$ cat src/rtl/apb_pkg.sv
// Shared APB definitions: bridge FSM states and PPROT attribute bits.
// Also used by the slave adapter and the formal property harness.
package apb_pkg;

    typedef enum logic [1:0] {
        IDLE   = 2'd0,
        SETUP  = 2'd1,
        ACCESS = 2'd2,
        RESP   = 2'd3
    } apb_state_e;

    localparam logic [2:0] PPROT_DEFAULT = 3'b000;
    localparam logic [2:0] PPROT_PRIV    = 3'b001;
    localparam logic [2:0] PPROT_NONSEC  = 3'b010;
    localparam logic [2:0] PPROT_INSTR   = 3'b100;

endpackage

$ cat src/rtl/apb_master_bridge.sv
// Native valid/ready command to APB4 master bridge: one SETUP/ACCESS transfer per
// command, with result (prdata, pslverr or timeout) returned on a valid/ready response.
//
// state  | meaning
// IDLE   | cmd_ready=1, waiting for a command
// SETUP  | psel=1, penable=0 for one cycle
// ACCESS | psel=1, penable=1 until pready or timeout
// RESP   | rsp_valid=1 until rsp_ready
module apb_master_bridge
    import apb_pkg::*;
#(
    parameter int ADDR_WIDTH = 32,
    parameter int DATA_WIDTH = 32,
    parameter int TIMEOUT    = 16
) (
    input  logic                    pclk,
    input  logic                    presetn,

    input  logic                    cmd_valid,
    output logic                    cmd_ready,
    input  logic                    cmd_write,
    input  logic [ADDR_WIDTH-1:0]   cmd_addr,
    input  logic [DATA_WIDTH-1:0]   cmd_wdata,
    input  logic [DATA_WIDTH/8-1:0] cmd_strb,
    input  logic [2:0]              cmd_prot,

    output logic                    rsp_valid,
    input  logic                    rsp_ready,
    output logic [DATA_WIDTH-1:0]   rsp_rdata,
    output logic                    rsp_err,
    output logic                    rsp_tmo,

    output logic [ADDR_WIDTH-1:0]   paddr,
    output logic [2:0]              pprot,
    output logic                    psel,
    output logic                    penable,
    output logic                    pwrite,
    output logic [DATA_WIDTH-1:0]   pwdata,
    output logic [DATA_WIDTH/8-1:0] pstrb,
    input  logic [DATA_WIDTH-1:0]   prdata,
    input  logic                    pready,
    input  logic                    pslverr
);

    localparam int STRB_WIDTH = DATA_WIDTH / 8;
    localparam int CNT_WIDTH  = (TIMEOUT > 0) ? $clog2(TIMEOUT + 1) : 1;
    localparam logic [CNT_WIDTH-1:0] CNT_LAST =
        (TIMEOUT > 0) ? CNT_WIDTH'(TIMEOUT - 1) : '0;

    apb_state_e                r_state;
    apb_state_e                w_state_nxt;
    logic [CNT_WIDTH-1:0]      r_cnt;
    logic                      w_tmo_hit;

    logic [ADDR_WIDTH-1:0]     r_paddr;
    logic [2:0]                r_pprot;
    logic                      r_pwrite;
    logic [DATA_WIDTH-1:0]     r_pwdata;
    logic [STRB_WIDTH-1:0]     r_pstrb;

    logic [DATA_WIDTH-1:0]     r_rsp_rdata;
    logic                      r_rsp_err;
    logic                      r_rsp_tmo;

    // Timeout fires in the ACCESS cycle that would bring the count to TIMEOUT
    assign w_tmo_hit = (TIMEOUT != 0) && (r_cnt == CNT_LAST);

    always_comb begin
        w_state_nxt = r_state;
        case (r_state)
            IDLE:    if (cmd_valid)            w_state_nxt = SETUP;
            SETUP:                             w_state_nxt = ACCESS;
            ACCESS:  if (pready || w_tmo_hit)  w_state_nxt = RESP;
            RESP:    if (rsp_ready)            w_state_nxt = IDLE;
            default:                           w_state_nxt = IDLE;
        endcase
    end

    always_ff @(posedge pclk or negedge presetn) begin
        if (!presetn) begin
            r_state     <= IDLE;
            r_cnt       <= '0;
            r_paddr     <= '0;
            r_pprot     <= '0;
            r_pwrite    <= 1'b0;
            r_pwdata    <= '0;
            r_pstrb     <= '0;
            r_rsp_rdata <= '0;
            r_rsp_err   <= 1'b0;
            r_rsp_tmo   <= 1'b0;
        end else begin
            r_state <= w_state_nxt;
            case (r_state)
                IDLE: begin
                    if (cmd_valid) begin
                        r_paddr  <= cmd_addr;
                        r_pprot  <= cmd_prot;
                        r_pwrite <= cmd_write;
                        r_pwdata <= cmd_wdata;
                        r_pstrb  <= cmd_write ? cmd_strb : '0;
                        r_cnt    <= '0;
                    end
                end
                ACCESS: begin
                    if (pready) begin
                        r_rsp_rdata <= r_pwrite ? '0 : prdata;
                        r_rsp_err   <= pslverr;
                        r_rsp_tmo   <= 1'b0;
                    end else begin
                        if (TIMEOUT != 0) begin
                            r_cnt <= r_cnt + 1'b1;
                        end
                        if (w_tmo_hit) begin
                            r_rsp_rdata <= '0;
                            r_rsp_err   <= 1'b1;
                            r_rsp_tmo   <= 1'b1;
                        end
                    end
                end
                RESP: begin
                    if (rsp_ready) begin
                        r_rsp_rdata <= '0;
                        r_rsp_err   <= 1'b0;
                        r_rsp_tmo   <= 1'b0;
                    end
                end
                default: ;
            endcase
        end
    end

    // Decoded from state so the async reset drops psel/penable without a clock
    assign psel      = (r_state == SETUP) || (r_state == ACCESS);
    assign penable   = (r_state == ACCESS);
    assign cmd_ready = (r_state == IDLE);
    assign rsp_valid = (r_state == RESP);

    assign paddr     = r_paddr;
    assign pprot     = r_pprot;
    assign pwrite    = r_pwrite;
    assign pwdata    = r_pwdata;
    assign pstrb     = r_pstrb;

    assign rsp_rdata = r_rsp_rdata;
    assign rsp_err   = r_rsp_err;
    assign rsp_tmo   = r_rsp_tmo;

endmodule

$ cat config.mk
export PLATFORM = sky130hd
export DESIGN_NAME = apb_master_bridge
export DESIGN_NICKNAME = d
export VERILOG_FILES = /design/src/rtl/apb_pkg.sv /design/src/rtl/apb_master_bridge.sv
export SDC_FILE = /design/constraint.sdc
export NUM_CORES = 1
export LEC_CHECK = 0
export CAP_MARGIN = 20
export CORE_ASPECT_RATIO = 1.75
export CORE_MARGIN = 2
export CORE_UTILIZATION = 35
export CTS_CLUSTER_DIAMETER = 50
export DETAILED_ROUTE_END_ITERATION = 8
export PLACE_DENSITY = 0.79
export SLEW_MARGIN = 5
export SYNTH_ARGS = -nofsm -noshare
export SYNTH_HDL_FRONTEND = slang
export SYNTH_SLANG_ARGS = --single-unit
export TNS_END_PERCENT = 1
$ cat constraint.sdc
create_clock -name pclk -period 2.1 [get_ports pclk]
set_input_delay 0.525 -clock pclk [delete_from_list [all_inputs] [get_ports pclk]]
set_output_delay 0.525 -clock pclk [all_outputs]
set_load 0.005 [all_outputs]
# ---- Yosys cells after proc, flatten, opt, wreduce, memory -nomap -nowiden
# Cells that the tools add are included.
dict set report word_totals {
  reg_bits 113
  input_bits 110
  out_inout_bits 110
  elab_cells 48
}
dict set report classes {
  addsub 1
  eq_ne 9
  n_mux 19
  n_reduce_logical 9
}
# operator count
set op_table {}
lappend op_table {{2-to-1 mux 32 bit} 4}
lappend op_table {{case mux 32 bit (2 select lines)} 1}
lappend op_table {{2-to-1 mux 5 bit} 2}
lappend op_table {{case mux 5 bit (2 select lines)} 1}
lappend op_table {{AND reduction 3 bit} 3}
lappend op_table {{case mux 2 bit (4 select lines)} 1}
lappend op_table {{2-to-1 mux 2 bit} 3}
lappend op_table {{adder 5 x 1 -> 5 bit, second input constant} 1}
lappend op_table {{== test 5 x 4 -> 1 bit, second input constant} 1}
lappend op_table {{== test 2 bit, second input constant} 2}
lappend op_table {{2-to-1 mux 1 bit} 4}
lappend op_table {{2-to-1 mux 4 bit} 1}
lappend op_table {{!= test 2 x 1 -> 1 bit, second input constant} 2}
lappend op_table {{!= test 2 bit, second input constant} 2}
lappend op_table {{case mux 1 bit (2 select lines)} 2}
lappend op_table {{nonzero test 2 bit} 2}
lappend op_table {{!= test 3 x 1 -> 1 bit, second input constant} 1}
lappend op_table {{== test 2 x 1 -> 1 bit, second input constant} 1}
lappend op_table {{logical NOT 2 bit} 1}
lappend op_table {{logical OR 1 bit} 2}
lappend op_table {{AND reduction 2 bit} 1}

# ---- Longest topological paths before layout
# Gate-level depths: netlist (run 1).
dict set report depth {
  ltp_word 4
  ltp_mapped 8
  ltp_nobuf 6
}

# ---- Worst setup path before layout (run 1)
# OpenSTA, ideal clock, no wires.
dict set report synth_path {
  path_type {register to register}
  startpoint {reg r_cnt[0]}
  endpoint {reg r_state[1]}
  setup_ps 125
  t_arrival_ps 1657
  required_ps 1975
  slack_ps 318
  path_stages_with_launch 8
  path_buffers 1
  period_less_slack_ps 1782
  path_cell_list {dfrtp_1 ha_1 and3_1 ha_1 nor3b_2 buf_6 nor3_2 mux2_2}
}
dict set report synth_between {
  elab_chain_cells 4
}
# item line_no
set synth_lines {}
lappend synth_lines {{start, declared} apb_master_bridge.sv:52} ;# logic [CNT_WIDTH-1:0] r_cnt;
lappend synth_lines {{start signal, assigned} apb_master_bridge.sv:111} ;# r_cnt <= r_cnt + 1'b1;
lappend synth_lines {{== test 5 x 4 -> 1 bit} apb_master_bridge.sv:66} ;# assign w_tmo_hit = (TIMEOUT != 0) && (r_cnt == CNT_LAST);
lappend synth_lines {{logical OR 1 bit} apb_master_bridge.sv:73} ;# ACCESS: if (pready || w_tmo_hit) w_state_nxt = RESP;
lappend synth_lines {{!= test 2 x 1 -> 1 bit (no line)} n/a}
lappend synth_lines {{AND reduction 3 bit (no line)} n/a}
lappend synth_lines {{end signal, assigned} apb_master_bridge.sv:92} ;# r_state <= w_state_nxt;
lappend synth_lines {{end, declared} apb_master_bridge.sv:50} ;# apb_state_e r_state;
# Every way passes these cells.
# A chain may end at the register's enable or synchronous reset.

# ---- Worst setup path after layout (run 1)
dict set report layout_path {
  startpoint {reg r_cnt[0]}
  endpoint {reg r_rsp_rdata[5], in the netlist rsp_rdata[5]}
}
dict set report layout_between {
  elab_chain_cells 3
}
# item line_no
set layout_lines {}
lappend layout_lines {{== test 5 x 4 -> 1 bit} apb_master_bridge.sv:66}
lappend layout_lines {{!= test 3 x 1 -> 1 bit (no line)} n/a}
lappend layout_lines {{AND reduction 3 bit (no line)} n/a}
lappend layout_lines {{end signal, assigned} apb_master_bridge.sv:106} ;# r_rsp_rdata <= r_pwrite ? '0 : prdata;
lappend layout_lines {{end, declared} apb_master_bridge.sv:61} ;# logic [DATA_WIDTH-1:0] r_rsp_rdata;
# Every way passes these cells.

==> results of run 1 <==
## timing repair
| item | in CTS | in global routing |
|---|---|---|
| pin swaps | 2 | 0 |
| buffers inserted | 3 | 0 |
| gates resized for setup | 10 | 1 |
| hold buffers | 0 | 0 |
| cloned | 0 | 0 |
| endpoints found under the setup margin | 3 | 6 |
## Yosys cell counts
library cell / number / area, µm²
and3_1: 1 / 6.260
a22oi_1: 1 / 7.510
nor3b_2: 2 / 25.02
a21oi_1: 1 / 5.000
nand4b_1: 1 / 8.760
buf_4: 2 / 15.01
and2_1: 1 / 6.260
mux2_2: 70 / 788.3
a2bb2oi_1: 1 / 8.760
nor2b_1: 2 / 12.51
o41ai_1: 1 / 8.760
o31ai_1: 34 / 255.2
or2_2: 1 / 6.260
mux2i_1: 3 / 30.03
nor3_2: 1 / 10.01
o21a_1: 1 / 7.510
or4_1: 2 / 15.01
nor2_1: 1 / 3.750
nand2b_1: 2 / 12.51
buf_6: 5 / 56.30
buf_2: 15 / 75.07
o21ai_0: 38 / 190.2
nand3_1: 2 / 10.01
a22o_1: 2 / 17.52
nand2_1: 46 / 172.7
inv_1: 6 / 22.52
dfrtp_1: 113 / 2828
ha_1: 6 / 75.07
clkbuf_1: 5 / 18.77
## metal layers
metal / part of all wire / global-route usage / vias to the layer above
met5: 0 / 0 / -
met2: 0.54 / 0.3155 / 161
met4: 0.045 / 0.1089 / 0
li1: - / - / 1754
met3: 0.054 / 0.05170 / 39
met1: 0.36 / 0.1971 / 1799
## per-stage QoR
stage / total power [mW] / utilization / std cells
2_1_floorplan: 5.847 / - / 366
3_3_place_gp: 8.669 / 0.5405 / 745
3_5_place_dp: 8.887 / 0.5405 / 745
4_1_cts: 12.06 / 0.5914 / 780
5_1_grt: 12.67 / 0.5918 / 781
6_report: 11.92 / 0.5918 / 781
## power by group through the flow
stage	logic (mW)	clock network, mW	registers, mW
3_3_place_gp	4.89	0	3.78
6_report	5.08	3.03	3.82
5_1_grt	5.49	3.21	3.96
3_5_place_dp	5.03	0	3.85
4_1_cts	5.13	3.11	3.82
2_1_floorplan	1.99	0	3.86
## registers in the layout (all words and copies together), names as in the netlist
name	flops
paddr	32
pprot	3
pstrb	4
pwdata	32
pwrite	1
r_cnt	5
r_state	2
rsp_err	1
rsp_rdata	32
rsp_tmo	1
## area by class of cell
cell class | count | share of cell area
antenna | 1 | 0.0003193
clock buffer | 22 | 0.06050
clock inverter | 10 | 0.01996
inverter | 6 | 0.002874
multi-input combinational | 220 | 0.2221
sequential | 113 | 0.3608
tap | 174 | 0.02778
timing repair buffer | 235 | 0.3057
## logic make-up (layout without fill, tap and decap cells)
kind of cell,Yosys count,in the layout
mux,73,73
other cells,0,1
buf+inv,33,273
flops,113,113
simple gates,62,62
fa+ha+maj,6,6
compound gates,79,79
## worst paths after layout
check | cells past startpoint | from | slack, ns | end
setup / recovery | 7 | r_cnt[0] | 0.12 | rsp_rdata[5]
hold / removal | 1 | presetn | 0.05 | rsp_rdata[17]
setup reg to reg | 7 | r_cnt[0] | 0.12 | rsp_rdata[5]
hold reg to reg | 2 | pstrb[3] | 0.48 | pstrb[3]
max in group asynchronous | 2 | presetn | 1.50 | paddr[17]
min in group pclk | 2 | pstrb[3] | 0.48 | pstrb[3]
==> reports/metrics.cfg, run 1 <==
[run_status]
status = finished clean

[timing]
maxSlewViolCount = 0
clock_skew_ns = 0.005249
holdWs_ns = 0.04706
fin_ws_ns = 0.1216
rsz0062_at_grt = false
worst_pin_slew_ns = 0.4795
tns_ns = 0
slew_headroom = 0.6797
final-setup-viol-count = 0
fmax_ghz = 0.5055
timing.final.crit_period_ns = 1.978
hold_viol = 0
fin_crit_sh = 0.9421

[worst_setup_path]
critical_path.max_stage_delay_ns = 0.42
crit_buf_inv = 1
crit_chain = ha_1 > and3_1 > ha_1 > nor3b_4 > buf_12 > o21ai_0 > o31ai_1
worstSetupStartpointType = flop
cpMostUsedCell = ha_1
path_max_fanout = 44
cp-end-kind = flop
worstSetupPathType = reg -> reg
crit_required_ns = 2.39
path_delay_family = simple AND/OR/NAND/NOR gates
crit_arrival_ns = 2.27
crit_path_top_delay_cell = dfrtp_1

[global_route]
grt.total_usage = 0.1826
gr-total-overflow = 0
antenna_found_initial = 1
grt_pass1_wl_um = 20380
grt_max_degree = 46
first_global_vias = 4030

[drt]
vias = 3753
drt-wirelength-per-cell_um = 16.52
route.detailed.drc = 0
drt_pass1_iterations = 5
viasPerCell = 4.805
drt_iter0_drc = 178
postRouteAntennaNets = 0
routed_wl_um = 12910

[yosys]
syn-cell-area_um2 = 4698
synth-xor-area-share = 0
muxShareOfSynthArea = 0.1742
synthCells = 366
ys_warn_count = 0
synth_adder_area_share = 0.01598
synth_top_family_by_area = multiplexers
synth_compound_area_frac = 0.1065
synth-simple-area-share = 0.06152
synth_cell_types = 29
syn_avg_cell_area_um2 = 12.84
synth_seq_cells = 113
syn_nets = 482
seq_area_frac_synth = 0.6019

[cts]
cts_tree = done
cts_sinks = 113
cts_buffer_depth = 2
cts_max_level = 4
clk-insertion-delay-late_ns = 0.40
cts-root-buf = clkbuf_16
clk_pin_slew_ns = 0.05
numCtsBuffers = 17

[placed_design]
portBuffers = 219
placed_area_um2 = 7158
dp_slack_ns = 0.1005
gp_congestion = 0.8123
dpl.hpwl_um = 9634

[die]
die_width_um = 91.58
die_area_um2 = 14400
die_y_um = 157.3
rows = 56
initial_core_util = 0.3548
core_um2 = 13240
pin_count = 220

[cells_and_area]
ff_latch_area_um2 = 2828
num-fill-cells = 1067
drive_gt1_frac = 0.2096
final_cell_mix = clkdlybuf4s50_1, dfrtp_1, mux2_2
mostFrequentLayoutCell = clkdlybuf4s50_1
final_area_um2 = 7838
layout.nets = 709
multi_input_area_um2 = 1740
area_growth_pct = 66.82

[power_and_ir_drop]
power_density_nw_per_um2 = 1521
clkPwrFrac = 0.254
p_int_mw = 8.486
switching_power_mw = 3.436
seqPwrFrac = 0.320
max-vdd-ir-drop_mv = 0.9734
combPwrFrac = 0.426
leakage_nw = 3.269
switching_share = 0.2882

[job]
maxCapViolCount = 0

[min_path]
hp-class = in -> async

Note: power is estimated with default switching activity, not from simulation.
==> run 2, diff against run 1 <==
CAP_MARGIN = 25   (was 20)
==> results of run 2 <==
No change in the layout: final DEF, timing and power equal those of run 1.
==> run 3, diff against run 2 <==
CORE_ASPECT_RATIO = 1.5   (was 1.75)
CTS_CLUSTER_DIAMETER = default   (was 50)
==> run 3 against run 2 <==
Compared with the run above:
- via count up 1.7%
- cell area up 0.24%
- largest cell class unchanged
- sequential share of layout area down 0.086 points
- largest power group unchanged
- sequential cell count unchanged
- first-iteration DRC count down 6.2%
- die area down 0.12%
- core utilization up 0.87 points
- non-clock buffer count up 3
- count of clock-buffer cells in the layout unchanged
- critical path type is now reg -> out
- worst hold slack better by 0.079 ns
- sequential power about the same
==> reports/metrics.cfg, run 3 (synthesis results as in run 1) <==
[run_status]
status = finished clean

[timing]
slew_headroom = 0.5879
clock_skew_ns = 0.007180
fin_crit_sh = 0.9801
hold_viol = 0
timing.final.crit_period_ns = 2.058
worst_pin_slew_ns = 0.6181
tns_ns = 0
final-setup-viol-count = 0
maxSlewViolCount = 0
fmax_ghz = 0.4859
holdWs_ns = 0.1263

[cells_and_area]
layout.nets = 712
drive_gt1_frac = 0.2122
diodes = 0
area_growth_pct = 67.22
final_cell_mix = clkdlybuf4s50_1, dfrtp_1, mux2_2
final_cells = 767
mostFrequentLayoutCell = clkdlybuf4s50_1

[cts]
clk_pin_slew_ns = 0.05
cts_tree = done
cts_sinks = 113
numCtsBuffers = 17
cts-root-buf = clkbuf_16
clk-insertion-delay-late_ns = 0.40
postCtsHoldBufs = 0
cts_max_level = 4
cts_buffer_depth = 2

[global_route]
gr-total-overflow = 0
grt_pass1_wl_um = 20830
grt.total_usage = 0.1827
antenna_found_initial = 0
first_global_vias = 4081
grt_max_degree = 68

[power_and_ir_drop]
switching_power_mw = 3.411
clkPwrFrac = 0.265
combPwrFrac = 0.419
p_int_mw = 8.645
power_density_nw_per_um2 = 1535
switching_share = 0.2829
seqPwrFrac = 0.316
leakage_nw = 3.297
p_total_mw = 12.06
max-vdd-ir-drop_mv = 1.100

[worst_setup_path]
worstSetupStartpointType = flop
crit_required_ns = 1.57
crit_chain = buf_4 > buf_4 > ha_1 > dlygate4sd2_1
crit_path_top_delay_cell = dfrtp_1
crit_buf_inv = 3
path_max_fanout = 2
reg2reg_to = rsp_rdata[9]
rr_worst_depth = 8
r2r_slack_ns = 0.09
startpoint = r_state[0]
reg2reg_from = r_cnt[0]
cpMostUsedCell = buf_4
crit_arrival_ns = 1.53
cp-end-kind = output port
worstSetupEndpoint = rsp_valid
critical_path.max_stage_delay_ns = 0.40
worst-path-stages = 4
path_delay_family = buffers and inverters
worstSetupPathType = reg -> out

[drt]
postRouteAntennaNets = 0
routed_wl_um = 13240
viasPerCell = 4.974
drt_iter0_drc = 167
drt-wirelength-per-cell_um = 17.26
drt_pass1_iterations = 4
vias = 3815
route.detailed.drc = 0

[die]
rows = 51
die_width_um = 98.60
die_y_um = 145.9
pin_count = 220
initial_core_util = 0.3592
core_um2 = 13080
die_area_um2 = 14390

[placed_design]
placed_cells = 730
dpl.hpwl_um = 9575
gp_congestion = 0.7570
portBuffers = 219

[min_path]
hp-class = in -> async

[job]
maxCapViolCount = 0

[run 3: power groups by stage]
stage / clock [mW] / combinational [mW] / sequential, mW
finish: 3.19 / 5.05 / 3.81
global route: 3.37 / 5.44 / 3.96
CTS: 3.26 / 4.99 / 3.83
detailed placement: 0 / 4.95 / 3.86
global placement: 0 / 4.81 / 3.78
floorplan: 0 / 1.99 / 3.86
[run 3: metal layers]
| metal | wire [µm] | vias up | GRT usage |
|---|---|---|---|
| met3 | 883 | 24 | 0.05572 |
| met5 | 0 | - | 0 |
| met2 | 7232 | 167 | 0.3289 |
| met1 | 4816 | 1866 | 0.1968 |
| li1 | - | 1758 | - |
| met4 | 305 | 0 | 0.07397 |
[run 3: worst reg2reg max path: stages, from the launching register on]
cell and delay (ns):
dfrtp_1 0.42, ha_1 0.23, and3_1 0.19, ha_1 0.24, nor3b_4 0.25, buf_12 0.15, buf_12 0.17, o21ai_0 0.14
o31ai_1 0.10
[run 3: worst min path at each step]
stage	start	end	slack (ns)	depth (start not counted)
floorplan	presetn	paddr[0]	0.23	0
global placement	pstrb[2]	pstrb[2]	0.47	2
detailed placement	pstrb[2]	pstrb[2]	0.48	2
CTS	presetn	pwdata[13]	0.13	2
global route	presetn	pwdata[13]	0.15	2
finish	presetn	pwdata[13]	0.13	2
[run 3: repair_timing]
item	4_1_cts	5_1_grt
hold endpoints to repair	0	0
cloned	0	1
buffers inserted	2	3
pin swaps	0	1
endpoints found under the setup margin	3	11
gates resized for setup	5	3
[run 3: per-stage QoR]
step	instance area (µm²)	util	setup slack [ns]
after floorplan	4698	-	0.3181
after global placement	7109	0.5435	0.1518
after detailed placement	7109	0.5435	0.08213
after CTS	7784	0.5950	-0.07490
after global routing	7856	0.6006	-0.02255
final	7856	0.6006	0.04178
[run 3: cell type report]
type	count	area, µm²
Tap cell	159	198.9
Inverter	6	22.52
Sequential cell	113	2828
Fill cell	1042	5225
Clock inverter	9	176.4
Multi-Input combinational cell	220	1723
Clock buffer	22	484.2
Timing Repair Buffer	238	2424
